<file path="config.mk">
export PLATFORM = sky130hd
export DESIGN_NAME = i2c_target_flat
export DESIGN_NICKNAME = d
export VERILOG_FILES = /design/src/rtl/i2c_target_if.sv /design/src/rtl/i2c_target.sv /design/src/flat_wrapper.sv
export SDC_FILE = /design/constraint.sdc
export NUM_CORES = 1
export LEC_CHECK = 0
export BUFFER_PORTS_ARGS = -buffer_cell sky130_fd_sc_hd__buf_4
export CORE_AREA = 5 5 81 83
export CTS_CLUSTER_SIZE = 14
export DETAILED_ROUTE_END_ITERATION = 10
export DIE_AREA = 0 0 86 88
export PLACE_DENSITY = 0.77
export SYNTH_ARGS = -nofsm -noshare
export SYNTH_HDL_FRONTEND = slang
export SYNTH_SLANG_ARGS = --single-unit
</file>
<file path="constraint.sdc">
create_clock -name clk -period 1.79 [get_ports clk]
set_clock_uncertainty 0.15 [all_clocks]
set_input_delay 0.358 -clock clk [delete_from_list [all_inputs] [get_ports clk]]
set_output_delay 0.358 -clock clk [all_outputs]
set_load 0.02 [all_outputs]
</file>
<file path="src/rtl/i2c_target_if.sv">
// rtl/i2c_target_if.sv - bus and register-port bundle for the I2C target
//
// Signals:
//   scl, sda_in       bus clock and sensed bus data (master -> target)
//   sda_out, sda_en   target SDA drive value and drive enable (open-drain style)
//   reg_addr          register pointer (write target or read source)
//   wr_data, wr_valid received data byte and its 1-cycle strobe
//   rd_req, rd_data   1-cycle read request and the byte returned the next cycle
//   busy              target is addressed and engaged in a transfer
// Modports: slave = the target side, master = the bus/register-file side.

interface i2c_target_if;
   logic       scl;
   logic       sda_in;
   logic       sda_out;
   logic       sda_en;
   logic [7:0] reg_addr;
   logic [7:0] wr_data;
   logic       wr_valid;
   logic       rd_req;
   logic [7:0] rd_data;
   logic       busy;

   modport slave (
      input  scl, sda_in, rd_data,
      output sda_out, sda_en, reg_addr, wr_data, wr_valid, rd_req, busy
   );

   modport master (
      output scl, sda_in, rd_data,
      input  sda_out, sda_en, reg_addr, wr_data, wr_valid, rd_req, busy
   );
endinterface

</file>
<file path="src/rtl/i2c_target.sv">
// rtl/i2c_target.sv - I2C target with register pointer, byte-write strobe and read port
//
// Ports:
//   clk    system clock
//   rst_n  asynchronous active-low reset
//   bus    i2c_target_if.slave: scl/sda_in in, sda_out/sda_en out, register port
//          (reg_addr, wr_data, wr_valid, rd_req, rd_data) and busy
// Parameters:
//   ADDR         own 7-bit target address
//   SYNC_STAGES  synchronizer depth on scl/sda_in (>= 2)
//   DRIVE_DLY    clk cycles from detected SCL fall to asserting/changing SDA

module i2c_target #(
   parameter logic [6:0] ADDR        = 7'h50,
   parameter int          SYNC_STAGES = 2,
   parameter int          DRIVE_DLY   = 8
) (
   input logic         clk,
   input logic         rst_n,
   i2c_target_if.slave bus
);

   localparam int DLY_W = $clog2(DRIVE_DLY + 1);

   typedef enum logic [2:0] {
      S_IDLE, S_ADDR, S_ACK_A, S_WR_BYTE, S_ACK_W, S_RD_BYTE, S_ACK_M, S_IGNORE
   } state_t;

   // Input synchronizers plus one history flop each; reset to the idle-bus level.
   logic [SYNC_STAGES-1:0] scl_sync, sda_sync;
   logic                   scl_d, sda_d;

   always_ff @(posedge clk or negedge rst_n) begin
      if (!rst_n) begin
         scl_sync <= '1;
         sda_sync <= '1;
         scl_d    <= 1'b1;
         sda_d    <= 1'b1;
      end else begin
         scl_sync <= {scl_sync[SYNC_STAGES-2:0], bus.scl};
         sda_sync <= {sda_sync[SYNC_STAGES-2:0], bus.sda_in};
         scl_d    <= scl_sync[SYNC_STAGES-1];
         sda_d    <= sda_sync[SYNC_STAGES-1];
      end
   end

   logic       scl_s, sda_s, scl_rise, scl_fall, start_c, stop_c;
   logic [7:0] shift_in;

   assign scl_s    = scl_sync[SYNC_STAGES-1];
   assign sda_s    = sda_sync[SYNC_STAGES-1];
   assign scl_rise =  scl_s & ~scl_d;
   assign scl_fall = ~scl_s &  scl_d;
   assign start_c  =  scl_s & ~sda_s &  sda_d;
   assign stop_c   =  scl_s &  sda_s & ~sda_d;

   state_t     state;
   logic [3:0] bit_cnt;
   logic [7:0] shreg;
   logic       rw;          // R/W bit of the matched address byte
   logic       first;       // next write byte is the register pointer
   logic       data_flag;   // last write byte was data, so bump the pointer on release
   logic       ninth;       // 9th SCL rising edge of an ACK slot already seen
   logic       load;        // capture rd_data this cycle (one cycle after rd_req)
   logic       drive_pend;  // SDA assert/change waiting out DRIVE_DLY
   logic       pend_out;
   logic [DLY_W-1:0] dly_cnt;

   assign shift_in = {shreg[6:0], sda_s};

   always_ff @(posedge clk or negedge rst_n) begin
      if (!rst_n) begin
         state        <= S_IDLE;
         bit_cnt      <= '0;
         shreg        <= '0;
         rw           <= 1'b0;
         first        <= 1'b0;
         data_flag    <= 1'b0;
         ninth        <= 1'b0;
         load         <= 1'b0;
         drive_pend   <= 1'b0;
         pend_out     <= 1'b1;
         dly_cnt      <= '0;
         bus.sda_en   <= 1'b0;
         bus.sda_out  <= 1'b1;
         bus.reg_addr <= '0;
         bus.wr_data  <= '0;
         bus.wr_valid <= 1'b0;
         bus.rd_req   <= 1'b0;
         bus.busy     <= 1'b0;
      end else begin
         bus.wr_valid <= 1'b0;
         bus.rd_req   <= 1'b0;
         load         <= bus.rd_req;
         if (load)
            shreg <= bus.rd_data;

         // Deferred drive: lands DRIVE_DLY cycles after the SCL-fall detection.
         if (drive_pend) begin
            if (dly_cnt == '0) begin
               bus.sda_en  <= 1'b1;
               bus.sda_out <= pend_out;
               drive_pend  <= 1'b0;
            end else begin
               dly_cnt <= dly_cnt - DLY_W'(1);
            end
         end

         // Bus conditions override everything below, in every state.
         if (start_c) begin
            state       <= S_ADDR;
            bit_cnt     <= '0;
            bus.sda_en  <= 1'b0;
            bus.sda_out <= 1'b1;
            drive_pend  <= 1'b0;
            bus.busy    <= 1'b0;
         end else if (stop_c) begin
            state       <= S_IDLE;
            bus.sda_en  <= 1'b0;
            bus.sda_out <= 1'b1;
            drive_pend  <= 1'b0;
            bus.busy    <= 1'b0;
         end else begin
            case (state)
               S_ADDR: if (scl_rise) begin
                  shreg   <= shift_in;
                  bit_cnt <= bit_cnt + 4'd1;
                  if (bit_cnt == 4'd7) begin
                     if (shift_in[7:1] == ADDR) begin
                        bus.busy <= 1'b1;
                        rw       <= shift_in[0];
                        ninth    <= 1'b0;
                        state    <= S_ACK_A;
                     end else begin
                        state <= S_IGNORE;
                     end
                  end
               end

               S_ACK_A: begin
                  if (scl_rise) begin
                     ninth <= 1'b1;
                     if (rw)
                        bus.rd_req <= 1'b1;
                  end else if (scl_fall) begin
                     if (!ninth) begin
                        // 8th fall: schedule the ACK low.
                        drive_pend <= 1'b1;
                        pend_out   <= 1'b0;
                        dly_cnt    <= DLY_W'(DRIVE_DLY - 1);
                     end else begin
                        bus.sda_en  <= 1'b0;
                        bus.sda_out <= 1'b1;
                        bit_cnt     <= '0;
                        if (rw) begin
                           state      <= S_RD_BYTE;
                           drive_pend <= 1'b1;
                           pend_out   <= shreg[7];
                           dly_cnt    <= DLY_W'(DRIVE_DLY - 1);
                        end else begin
                           state      <= S_WR_BYTE;
                           first      <= 1'b1;
                           drive_pend <= 1'b0;
                        end
                     end
                  end
               end

               S_WR_BYTE: if (scl_rise) begin
                  shreg   <= shift_in;
                  bit_cnt <= bit_cnt + 4'd1;
                  if (bit_cnt == 4'd7) begin
                     if (first) begin
                        bus.reg_addr <= shift_in;
                        first        <= 1'b0;
                        data_flag    <= 1'b0;
                     end else begin
                        bus.wr_data  <= shift_in;
                        bus.wr_valid <= 1'b1;
                        data_flag    <= 1'b1;
                     end
                     ninth <= 1'b0;
                     state <= S_ACK_W;
                  end
               end

               S_ACK_W: begin
                  if (scl_rise) begin
                     ninth <= 1'b1;
                  end else if (scl_fall) begin
                     if (!ninth) begin
                        drive_pend <= 1'b1;
                        pend_out   <= 1'b0;
                        dly_cnt    <= DLY_W'(DRIVE_DLY - 1);
                     end else begin
                        bus.sda_en  <= 1'b0;
                        bus.sda_out <= 1'b1;
                        drive_pend  <= 1'b0;
                        bit_cnt     <= '0;
                        if (data_flag)
                           bus.reg_addr <= bus.reg_addr + 8'd1;
                        state <= S_WR_BYTE;
                     end
                  end
               end

               S_RD_BYTE: begin
                  if (scl_rise) begin
                     bit_cnt <= bit_cnt + 4'd1;
                  end else if (scl_fall) begin
                     if (bit_cnt == 4'd8) begin
                        // Hand SDA to the master for its ACK/NACK.
                        bus.sda_en  <= 1'b0;
                        bus.sda_out <= 1'b1;
                        drive_pend  <= 1'b0;
                        ninth       <= 1'b0;
                        state       <= S_ACK_M;
                     end else begin
                        // shreg[6] is the next bit; shreg[7] is already on the bus.
                        drive_pend <= 1'b1;
                        pend_out   <= shreg[6];
                        dly_cnt    <= DLY_W'(DRIVE_DLY - 1);
                        shreg      <= {shreg[6:0], 1'b0};
                     end
                  end
               end

               S_ACK_M: begin
                  if (scl_rise) begin
                     if (!sda_s) begin
                        bus.reg_addr <= bus.reg_addr + 8'd1;
                        bus.rd_req   <= 1'b1;
                        ninth        <= 1'b1;
                     end else begin
                        bus.busy <= 1'b0;
                        state    <= S_IGNORE;
                     end
                  end else if (scl_fall && ninth) begin
                     bit_cnt    <= '0;
                     state      <= S_RD_BYTE;
                     drive_pend <= 1'b1;
                     pend_out   <= shreg[7];
                     dly_cnt    <= DLY_W'(DRIVE_DLY - 1);
                  end
               end

               default: ;  // S_IDLE, S_IGNORE: only START/STOP move us on
            endcase
         end
      end
   end

endmodule

</file>
<file path="src/flat_wrapper.sv">
// flat-port wrapper written by rule: the top's interface ports become plain ports
module i2c_target_flat 
#(
   parameter logic [6:0] ADDR        = 7'h50,
   parameter int          SYNC_STAGES = 2,
   parameter int          DRIVE_DLY   = 8
)
  (clk, rst_n, bus_scl, bus_sda_in, bus_rd_data, bus_sda_out, bus_sda_en, bus_reg_addr, bus_wr_data, bus_wr_valid, bus_rd_req, bus_busy);
  i2c_target_if bus_i ();
  input logic clk;
  input logic rst_n;
  input wire logic [$bits(bus_i.scl)-1:0] bus_scl;
  input wire logic [$bits(bus_i.sda_in)-1:0] bus_sda_in;
  input wire logic [$bits(bus_i.rd_data)-1:0] bus_rd_data;
  output wire logic [$bits(bus_i.sda_out)-1:0] bus_sda_out;
  output wire logic [$bits(bus_i.sda_en)-1:0] bus_sda_en;
  output wire logic [$bits(bus_i.reg_addr)-1:0] bus_reg_addr;
  output wire logic [$bits(bus_i.wr_data)-1:0] bus_wr_data;
  output wire logic [$bits(bus_i.wr_valid)-1:0] bus_wr_valid;
  output wire logic [$bits(bus_i.rd_req)-1:0] bus_rd_req;
  output wire logic [$bits(bus_i.busy)-1:0] bus_busy;
  assign bus_i.scl = bus_scl;
  assign bus_i.sda_in = bus_sda_in;
  assign bus_i.rd_data = bus_rd_data;
  assign bus_sda_out = bus_i.sda_out;
  assign bus_sda_en = bus_i.sda_en;
  assign bus_reg_addr = bus_i.reg_addr;
  assign bus_wr_data = bus_i.wr_data;
  assign bus_wr_valid = bus_i.wr_valid;
  assign bus_rd_req = bus_i.rd_req;
  assign bus_busy = bus_i.busy;
  i2c_target #(.ADDR(ADDR), .SYNC_STAGES(SYNC_STAGES), .DRIVE_DLY(DRIVE_DLY)) u_core (.clk(clk), .rst_n(rst_n), .bus(bus_i));
endmodule
</file>
**Word-level counts from Yosys, hierarchy flattened**

Index checks and enable logic that the tools add are counted.

- Bits in registers: 53
- Bits in latches: 0
- Memory bits (writable): 0
- Memory bits (read-only): 0
- Input port bits: 12
- Output and inout port bits: 21
- Logic and storage cells: 273
- Memories kept: 0

- Add/subtract/negate cells: 3
- $mul: 0
- Div/mod/pow operators: 0
- Order comparisons: 0
- Eq/ne operators: 59
- Shift operators: 0
- Muxes and demuxes: 154
- Bitwise logic cells: 13
- Reductions and logical operators: 22

Operator list:

| cell | number |
|---|---|
| $mux 8 | 16 |
| $mux 4 | 24 |
| $mux 1 | 81 |
| $mux 3 | 20 |
| $ne 4x1->1 const B | 13 |
| $ne 2x1->1 const B | 17 |
| $reduce_and 14->1 | 2 |
| $pmux 8 s3 | 1 |
| $pmux 3 s6 | 1 |
| $reduce_and 6->1 | 3 |
| $ne 2x2->1 const B | 8 |
| $pmux 4 s4 | 1 |
| $pmux 8 s2 | 1 |
| $reduce_and 16->1 | 1 |
| $ne 3x1->1 const B | 4 |
| $ne 4x4->1 const B | 3 |
| $pmux 4 s3 | 1 |
| $reduce_and 12->1 | 1 |
| $reduce_bool 4->1 | 3 |
| $pmux 1 s2 | 5 |
| $eq 3x3->1 const B | 3 |
| $reduce_and 9->1 | 1 |
| $add 8x1->8 const B | 1 |
| $pmux 1 s4 | 2 |
| other kinds (24) | 38 |

**Longest topological paths before layout**

Gate-level depths: netlist of the first run.

- Depth in word-level cells: 10
- Mapped depth: 8
- Gate-level depth less buffers: 7

**Worst setup path after synthesis of the first run**

Ideal clock, no wire load.

- Path kind: reg-to-reg
- Start point: reg u_core.bit_cnt[0]
- End point: reg u_core.state[2]
- Setup time: 0.082 ns
- Data arrival time: 1.760 ns
- Data required time: 1.558 ns
- Setup slack: -0.202 ns
- Stages on the path, launching flop included: 8
- Buffers on the path: 0
- Period minus slack after synthesis: 1.992 ns
- Cells stage by stage: dfrtp_1 > inv_1 > ha_1 > nand3b_4 > o2111a_1 > o21bai_1 > or4_1 > a31oi_1

- Word-level cells in the longest chain between the ends: 3
- Elaborated cells on any way between the ends: 6
- Those cells by class: 5 x eq/ne; 1 x reduce/logical

RTL lines:

| item | RTL line | RTL |
|---|---|---|
| start, declared | i2c_target.sv:58 | `logic [3:0] bit_cnt;` |
| start signal, assigned | i2c_target.sv:127 | `bit_cnt <= bit_cnt + 4'd1;` |
| start signal, assigned | i2c_target.sv:171 | `bit_cnt <= bit_cnt + 4'd1;` |
| start signal, assigned | i2c_target.sv:209 | `bit_cnt <= bit_cnt + 4'd1;` |
| $eq 4x4->1 or $eq 4x3->1 (tied branches) | i2c_target.sv:211, i2c_target.sv:128, i2c_target.sv:172 |  |
| $ne 4x1->1 (no line) | n/a |  |
| $reduce_and 16->1 (no line) * | n/a |  |
| end signal, assigned | i2c_target.sv:202 | `state <= S_WR_BYTE;` |
| end signal, assigned | i2c_target.sv:217 | `state <= S_ACK_M;` |
| end signal, assigned | i2c_target.sv:236 | `state <= S_IGNORE;` |
| end, declared | i2c_target.sv:57 | `state_t state;` |

Every way passes the cells marked *; elsewhere a longest branch is shown, timed or not.
A chain may end at the register's enable or synchronous reset.

**Worst setup path in the final report of the first run**

- Start point: reg u_core.scl_sync[1]
- End point: reg u_core.bit_cnt[3]

- Word-level cells in the longest chain between the ends: 5
- Elaborated cells on any way between the ends: 18
- Those cells by class: 7 x eq/ne; 1 x mux; 7 x bitwise; 3 x reduce/logical

RTL lines:

| item | RTL line | RTL |
|---|---|---|
| start, declared | i2c_target.sv:30 | `logic [SYNC_STAGES-1:0] scl_sync, sda_sync;` |
| start signal, assigned | i2c_target.sv:40 | `scl_sync <= {scl_sync[SYNC_STAGES-2:0], bus.scl};` |
| $not 1->1 | i2c_target.sv:53 | `assign scl_fall = ~scl_s & scl_d;` |
| $and 1x1->1 | i2c_target.sv:53 |  |
| $logic_and 1x1->1 | i2c_target.sv:238 | `end else if (scl_fall && ninth) begin` |
| $ne 3x1->1 (no line) | n/a |  |
| $reduce_and 8->1 (no line) | n/a |  |

Several ways; a longest one is shown, not always the timed one.

==> reports/qor.txt, run 1 <==
run status -> finished, violations left
failing checks -> setup timing
worst r2r dst -> u_core.bit_cnt[3]$_DFFE_PN0P_
Synth cell types -> 69
Worst Path Arrival -> 2.10 ns
Rel. slew slack -> 0.5689
Syn Area/Cell -> 9.647 um^2
commonest non-fill, non-tap cell in the layout -> buf_4
pwr/cell area -> 1388 nW/um^2
CTS tree -> done
most frequent cells in the layout -> buf_4, dfrtp_1, nand2_1
H-tree level count -> 2
Tmin final -> 2.035 ns
first-pass GRT wire length -> 12,850 um
static leakage -> 2.006 nW
FMAX -> 491.4 MHz
asr flop ratio synth -> 1.000
Cell Rows -> 28
initial antenna violation count -> 0
Switching Fraction -> 0.4187
gpl congestion -> 0.9292
hold endpoint -> u_core.shreg[7]$_DFF_PN0_
Synth Flop Type -> dfrtp_1
Worst-Skew Late Latency -> 0.33 ns
sequential power share -> 0.316
# Max-Cap Violations -> 0
vias per cell -> 5.928
reg-to-reg slack, setup -> -0.24 ns
Initial Util -> 0.5123
TritonCTS buffer count -> 5
cells after synthesis -> 307
Routed Antenna Nets -> 0
Critical Path RT -> 1.85 ns
FF-to-FF Start -> u_core.scl_sync[1]$_DFF_PN1_
placed cell area -> 3741 um^2
TritonRoute pass-1 iters -> 5
DR WL/cell -> 18.11 um
final wirelength -> 9053 um
hpwl dp -> 5717 um
Setup CP Type -> register to register
CP Capture Type -> register
Tightest Pin Transition -> 0.6467 ns
CTS Root Cell -> clkbuf_8
Ports -> 33
post-route cell area -> 4434 um^2
port buffer count -> 32
CP Max Fanout -> 4
Tcrit/Tclk final -> 1.137
DRC -> 0
largest net degree at the start of global routing -> 54
Clock Path Buffers -> 2
vias in the first global route -> 2,786
diodes inserted -> 0
RSZ-0062 raised after global routing -> true
final cell count without fillers -> 500
NumNets Final -> 440
Hold Path Class -> input pin to register
Synth Cell Area -> 2962 um^2
Die W -> 86 um
fill cell count -> 369
hold depth -> 3
number of synthesized flops with an enable pin -> 0
syn_nets -> 323
Comb pwr share -> 0.562
FF-to-FF path depth -> 7
Critical Path Start Type -> register
Clk pwr share -> 0.123
Layout area overhead -> 49.73%
DR vias -> 2,964
die area -> 7568 um^2
GRT Util Overall -> 0.2153
Setup-failing EPs final -> 40
share of cells above drive strength 1 -> 0.4941
clock slew at reported path FFs -> 0.11 ns
Slew Limit Fails -> 0
Peak VDD IR -> 0.0007360 V
NetSw -> 0.002578 W
Initial DRC Count -> 180
synthesis-stage register bit count -> 53
post-route setup TNS -> -5.056 ns
internal cell power -> 0.003579 W
DP Cell Count -> 461
Die Y-Extent -> 88 um
final worst slack -> -0.2449 ns
sequential share of the synthesized area -> 0.4512
Yosys Warn Count -> 0
gr ovfl total -> 0
hold wc startpoint -> bus_rd_data[7]
Core Area -> 5781 um^2
CTS Sinks -> 53
Hold Vio Cnt, Final -> 0
power by group through the flow:
| stage | Sequential (W) | Combinational [W] | Clock (W) |
|---|---|---|---|
| CTS | 0.00191 | 0.00286 | 0.000758 |
| global placement | 0.00188 | 0.00261 | 0 |
| floorplan | 0.00192 | 0.00154 | 0 |
| global route | 0.00199 | 0.00370 | 0.000818 |
| finish | 0.00195 | 0.00346 | 0.000754 |
| detailed placement | 0.00190 | 0.00268 | 0 |
flip-flops by register name (all words and copies together), names as in the netlist, 2 cells and up:
register and count:
u_core.dly_cnt 4, u_core.bus.reg_addr 8, u_core.bit_cnt 4, u_core.state 3, u_core.scl_sync 2, u_core.sda_sync 2, u_core.bus.wr_data 8, u_core.shreg 8
cells by family after synthesis:
family	Yosys count	synth area share
AND/OR/NAND/NOR	106	0.1922
AO/OA/AOI/OAI	90	0.2019
XOR/XNOR	2	0.005916
buffers and inverters	29	0.04943
flip-flops	53	0.4512
adder cells (fa/ha/maj)	5	0.02028
multiplexers	22	0.07900
synth_stat cells (3+ instances only):
| cell | number | share of area |
|---|---|---|
| nand2b_1 | 4 | 0.0084 |
| a31oi_1 | 3 | 0.0063 |
| ha_1 | 4 | 0.017 |
| nand2_1 | 37 | 0.047 |
| dfstp_2 | 8 | 0.071 |
| mux2_1 | 10 | 0.038 |
| a21oi_1 | 27 | 0.046 |
| nand3_1 | 14 | 0.024 |
| and3_1 | 3 | 0.0063 |
| o22ai_1 | 9 | 0.019 |
| buf_2 | 9 | 0.015 |
| nor2b_1 | 6 | 0.013 |
| o31ai_1 | 3 | 0.0076 |
| clkbuf_1 | 4 | 0.0051 |
| inv_1 | 8 | 0.010 |
| nand3b_1 | 4 | 0.010 |
| o21ai_1 | 8 | 0.014 |
| buf_4 | 3 | 0.0076 |
| nor3_1 | 5 | 0.0084 |
| mux2i_1 | 11 | 0.037 |
| dfrtp_1 | 45 | 0.38 |
| nand4_1 | 3 | 0.0063 |
| nor2_1 | 12 | 0.015 |
| o211ai_1 | 5 | 0.013 |
| o21ai_0 | 10 | 0.017 |
final cells by class:
class / instances / area (um^2) / area share
Multi-Input combinational cell: 226 / 1813 / 0.4089
Sequential cell: 53 / 1340 / 0.3022
Timing Repair Buffer: 128 / 1052 / 0.2373
Tap cell: 75 / 93.84 / 0.02116
Clock buffer: 5 / 68.82 / 0.01552
Inverter: 10 / 37.54 / 0.008465
Clock inverter: 3 / 28.78 / 0.006490
per-stage QoR:
stage	utilization	worst slack, ns	power, W	hold slack, ns
floorplan	-	-0.1111	0.003459	-0.08759
global placement	0.6472	-0.1596	0.004493	0.1984
detailed placement	0.6472	-0.2112	0.004586	0.2007
CTS	0.7026	-0.1453	0.005528	0.1509
global route	0.7671	-0.3176	0.006508	0.1532
finish	0.7671	-0.2449	0.006157	0.1468
routing by layer:
layer	GRT usage	routed length (um)	vias to the layer above
met5	0	0	-
met4	0.1079	427	0
met3	0.03387	513	38
met2	0.3707	4575	119
met1	0.2623	3536	1453
li1	-	-	1354
repair_timing:
item | 4_1_cts | 5_1_grt
gates resized for setup | 27 | 62
setup endpoints to repair | 39 | 43
hold buffers | 3 | 0
setup buffers | 10 | 21
pin swaps | 13 | 23
endpoints found under the hold margin | 47 | 0
cloned | 1 | 0
worst max-delay path by stage:
stage                                              endpoint  slack, ns  cells after the start                          start
after detailed placement  u_core.bus.wr_data[1]$_DFFE_PN0P_      -0.21                      6  u_core.bit_cnt[1]$_DFFE_PN0P_
after CTS                 u_core.bus.wr_data[3]$_DFFE_PN0P_      -0.15                      7  u_core.bit_cnt[0]$_DFFE_PN0P_
after floorplan                 u_core.state[2]$_DFFE_PN0P_      -0.11                      7  u_core.bit_cnt[0]$_DFFE_PN0P_
after global routing          u_core.bit_cnt[3]$_DFFE_PN0P_      -0.32                      6   u_core.scl_sync[1]$_DFF_PN1_
after global placement    u_core.bus.wr_data[7]$_DFFE_PN0P_      -0.16                      4    u_core.state[1]$_DFFE_PN0P_
final                         u_core.bit_cnt[3]$_DFFE_PN0P_      -0.24                      7   u_core.scl_sync[1]$_DFF_PN1_
critical path, cell delays in order, from the launching register on:
cell	delay (ns)
dfstp_2	0.60
buf_6	0.13
nor2b_4	0.13
o32ai_2	0.07
a311o_1	0.39
buf_4	0.16
o21ai_0	0.19
o41ai_2	0.10
Note: power is estimated with default switching activity, not from simulation.
==> inputs of run 2 (changes only) <==
--- a/config.mk
+++ b/config.mk
@@ -10,6 +10,7 @@
 export CTS_CLUSTER_SIZE = 14
 export DETAILED_ROUTE_END_ITERATION = 10
 export DIE_AREA = 0 0 86 88
+export GPL_TIMING_DRIVEN = 0
 export PLACE_DENSITY = 0.77
 export SYNTH_ARGS = -nofsm -noshare
 export SYNTH_HDL_FRONTEND = slang
==> reports/qor.txt, run 2 (synthesized netlist as in run 1, its figures left out) <==
clock slew at reported path FFs -> 0.12 ns (was 0.11 ns)
initial antenna violation count -> 0 (unchanged)
Tightest Pin Transition -> 0.6657 ns (was 0.6467 ns)
Initial Util -> 0.5123 (unchanged)
largest net degree at the start of global routing -> 54 (unchanged)
post-route setup TNS -> -8.021 ns (was -5.056 ns)
Tcrit/Tclk final -> 1.224 (was 1.137)
DR vias -> 3,057 (was 2,964)
first-pass GRT wire length -> 13,630 um (was 12,850 um)
CTS Sinks -> 53 (unchanged)
pwr/cell area -> 1437 nW/um^2 (was 1388 nW/um^2)
CTS tree -> done (unchanged)
post-route cell area -> 4479 um^2 (was 4434 um^2)
TritonRoute pass-1 iters -> 5 (unchanged)
Rel. slew slack -> 0.5562 (was 0.5689)
Tmin final -> 2.190 ns (was 2.035 ns)
vias per cell -> 6.329 (was 5.928)
Register Area -> 1339 um^2 (was 1340 um^2)
crit path from -> u_core.state[1]$_DFFE_PN0P_ (was u_core.scl_sync[1]$_DFF_PN1_)
final wirelength -> 10,010 um (was 9053 um)
Cell Rows -> 28 (unchanged)
RSZ-0062 raised after global routing -> true (unchanged)
Slew Limit Fails -> 0 (unchanged)
Die Y-Extent -> 88 um (unchanged)
run status -> finished, violations left (unchanged)
placed cell area -> 3378 um^2 (was 3741 um^2)
# Max-Cap Violations -> 0 (unchanged)
FF-to-FF Start -> u_core.state[1]$_DFFE_PN0P_ (was u_core.scl_sync[1]$_DFF_PN1_)
Setup CP Type -> register to register (unchanged)
static leakage -> 1.971 nW (was 2.006 nW)
gr ovfl total -> 0 (unchanged)
H-tree level count -> 2 (unchanged)
DRC -> 0 (unchanged)
Core Area -> 5781 um^2 (unchanged)
biggest regs -> u_core.bus.reg_addr: 8 flops, u_core.bus.wr_data: 8 flops, u_core.shreg: 8 flops (unchanged)
hold wc startpoint -> bus_rd_data[4] (was bus_rd_data[7])
final worst slack -> -0.4004 ns (was -0.2449 ns)
Worst-Skew Late Latency -> 0.33 ns (about the same)
Peak VDD IR -> 0.0007528 V (was 0.0007360 V)
Hold Vio Cnt, Final -> 0 (unchanged)
most frequent cells in the layout -> buf_4, dfrtp_1, nand2_1 (unchanged)
CTS Root Cell -> clkbuf_8 (unchanged)
Clock Path Buffers -> 2 (unchanged)
vias in the first global route -> 2,787 (was 2,786)
area used by multi-input combinational logic -> 1938 um^2 (was 1813 um^2)
Hold Path Class -> input pin to register (unchanged)
Critical Path Start Type -> register (unchanged)
share of cells above drive strength 1 -> 0.5196 (was 0.4941)
Die W -> 86 um (unchanged)
failing checks -> setup timing (unchanged)
FMAX -> 456.5 MHz (was 491.4 MHz)
CP Capture Type -> register (unchanged)
diodes inserted -> 0 (unchanged)
commonest non-fill, non-tap cell in the layout -> buf_4 (unchanged)
port buffer count -> 32 (unchanged)
die area -> 7568 um^2 (unchanged)
Critical Path RT -> 1.90 ns (was 1.85 ns)
Ports -> 33 (unchanged)
fill cell count -> 348 (was 369)
Initial DRC Count -> 351 (was 180)
gpl congestion -> 0.9682 (was 0.9292)
TritonCTS buffer count -> 5 (unchanged)
Layout area overhead -> 51.25% (was 49.73%)
GRT Util Overall -> 0.2300 (was 0.2153)
Routed Antenna Nets -> 0 (unchanged)
Setup-failing EPs final -> 42 (was 40)
NumNets Final -> 423 (was 440)
hpwl dp -> 4926 um (was 5717 um)
Final Util -> 0.7749 (was 0.7671)
Worst Path Arrival -> 2.30 ns (was 2.10 ns)
CP Max Fanout -> 10 (was 4)
DR WL/cell -> 20.73 um (was 18.11 um)
## run 2: power breakdown
group          internal, W  switching [W]  leakage, nW
sequential         0.00153       0.000434        0.672
combinational      0.00174        0.00197         1.25
clock             0.000294       0.000472       0.0506
total              0.00356        0.00288         1.97
## run 2: timing repair
action,CTS,global route
endpoints found under the setup margin,39,44
pin swaps,12,26
gates cloned,2,0
resized for setup,44,88
hold buffers,3,0
hold endpoints to repair,47,0
buffers inserted,24,35
## run 2: metrics by stage
stage               power, W  worst slack, ns  hold WS [ns]  std cells
CTS                 0.005218          -0.2561        0.1541        450
floorplan           0.003459          -0.1111      -0.08759        307
global placement    0.004044          -0.3540        0.1971        414
global route        0.006765          -0.4562        0.1624        483
detailed placement  0.004092          -0.3526        0.1991        414
finish              0.006437          -0.4004        0.1513        483
## run 2: critical path, stage by stage, from the launching register on
cell	delay, ns
dfrtp_1	0.48
buf_6	0.18
buf_4	0.19
mux2_1	0.35
or4_4	0.56
a31oi_4	0.20
## run 2: final cells by class
cell class,count,share of cell area
Inverter,10,0.008380
Timing Repair Buffer,94,0.1785
Clock inverter,3,0.006425
Tap cell,75,0.02095
Clock buffer,5,0.01536
Sequential cell,53,0.2989
Multi-Input combinational cell,225,0.4327
Buffer,18,0.03883
## run 2: path summary, 6_finish.rpt
kind,endpoint,slack [ns],cells past startpoint
min in group asynchronous,u_core.bus.wr_data[6]$_DFFE_PN0P_,0.45,2
hold reg to reg,u_core.sda_sync[1]$_DFF_PN1_,0.21,0
hold / removal,u_core.shreg[4]$_DFF_PN0_,0.15,3
setup / recovery,u_core.state[2]$_DFFE_PN0P_,-0.40,5
max in group asynchronous,u_core.shreg[2]$_DFF_PN0_,0.57,2
setup reg to reg,u_core.state[2]$_DFFE_PN0P_,-0.40,5
## run 2: metal layers
metal / vias up / wire, um / track usage
met3: 67 / 763 / 0.05268
li1: 1327 / - / -
met4: 0 / 602 / 0.1079
met1: 1449 / 3713 / 0.2764
met2: 214 / 4931 / 0.3917
met5: - / 0 / 0
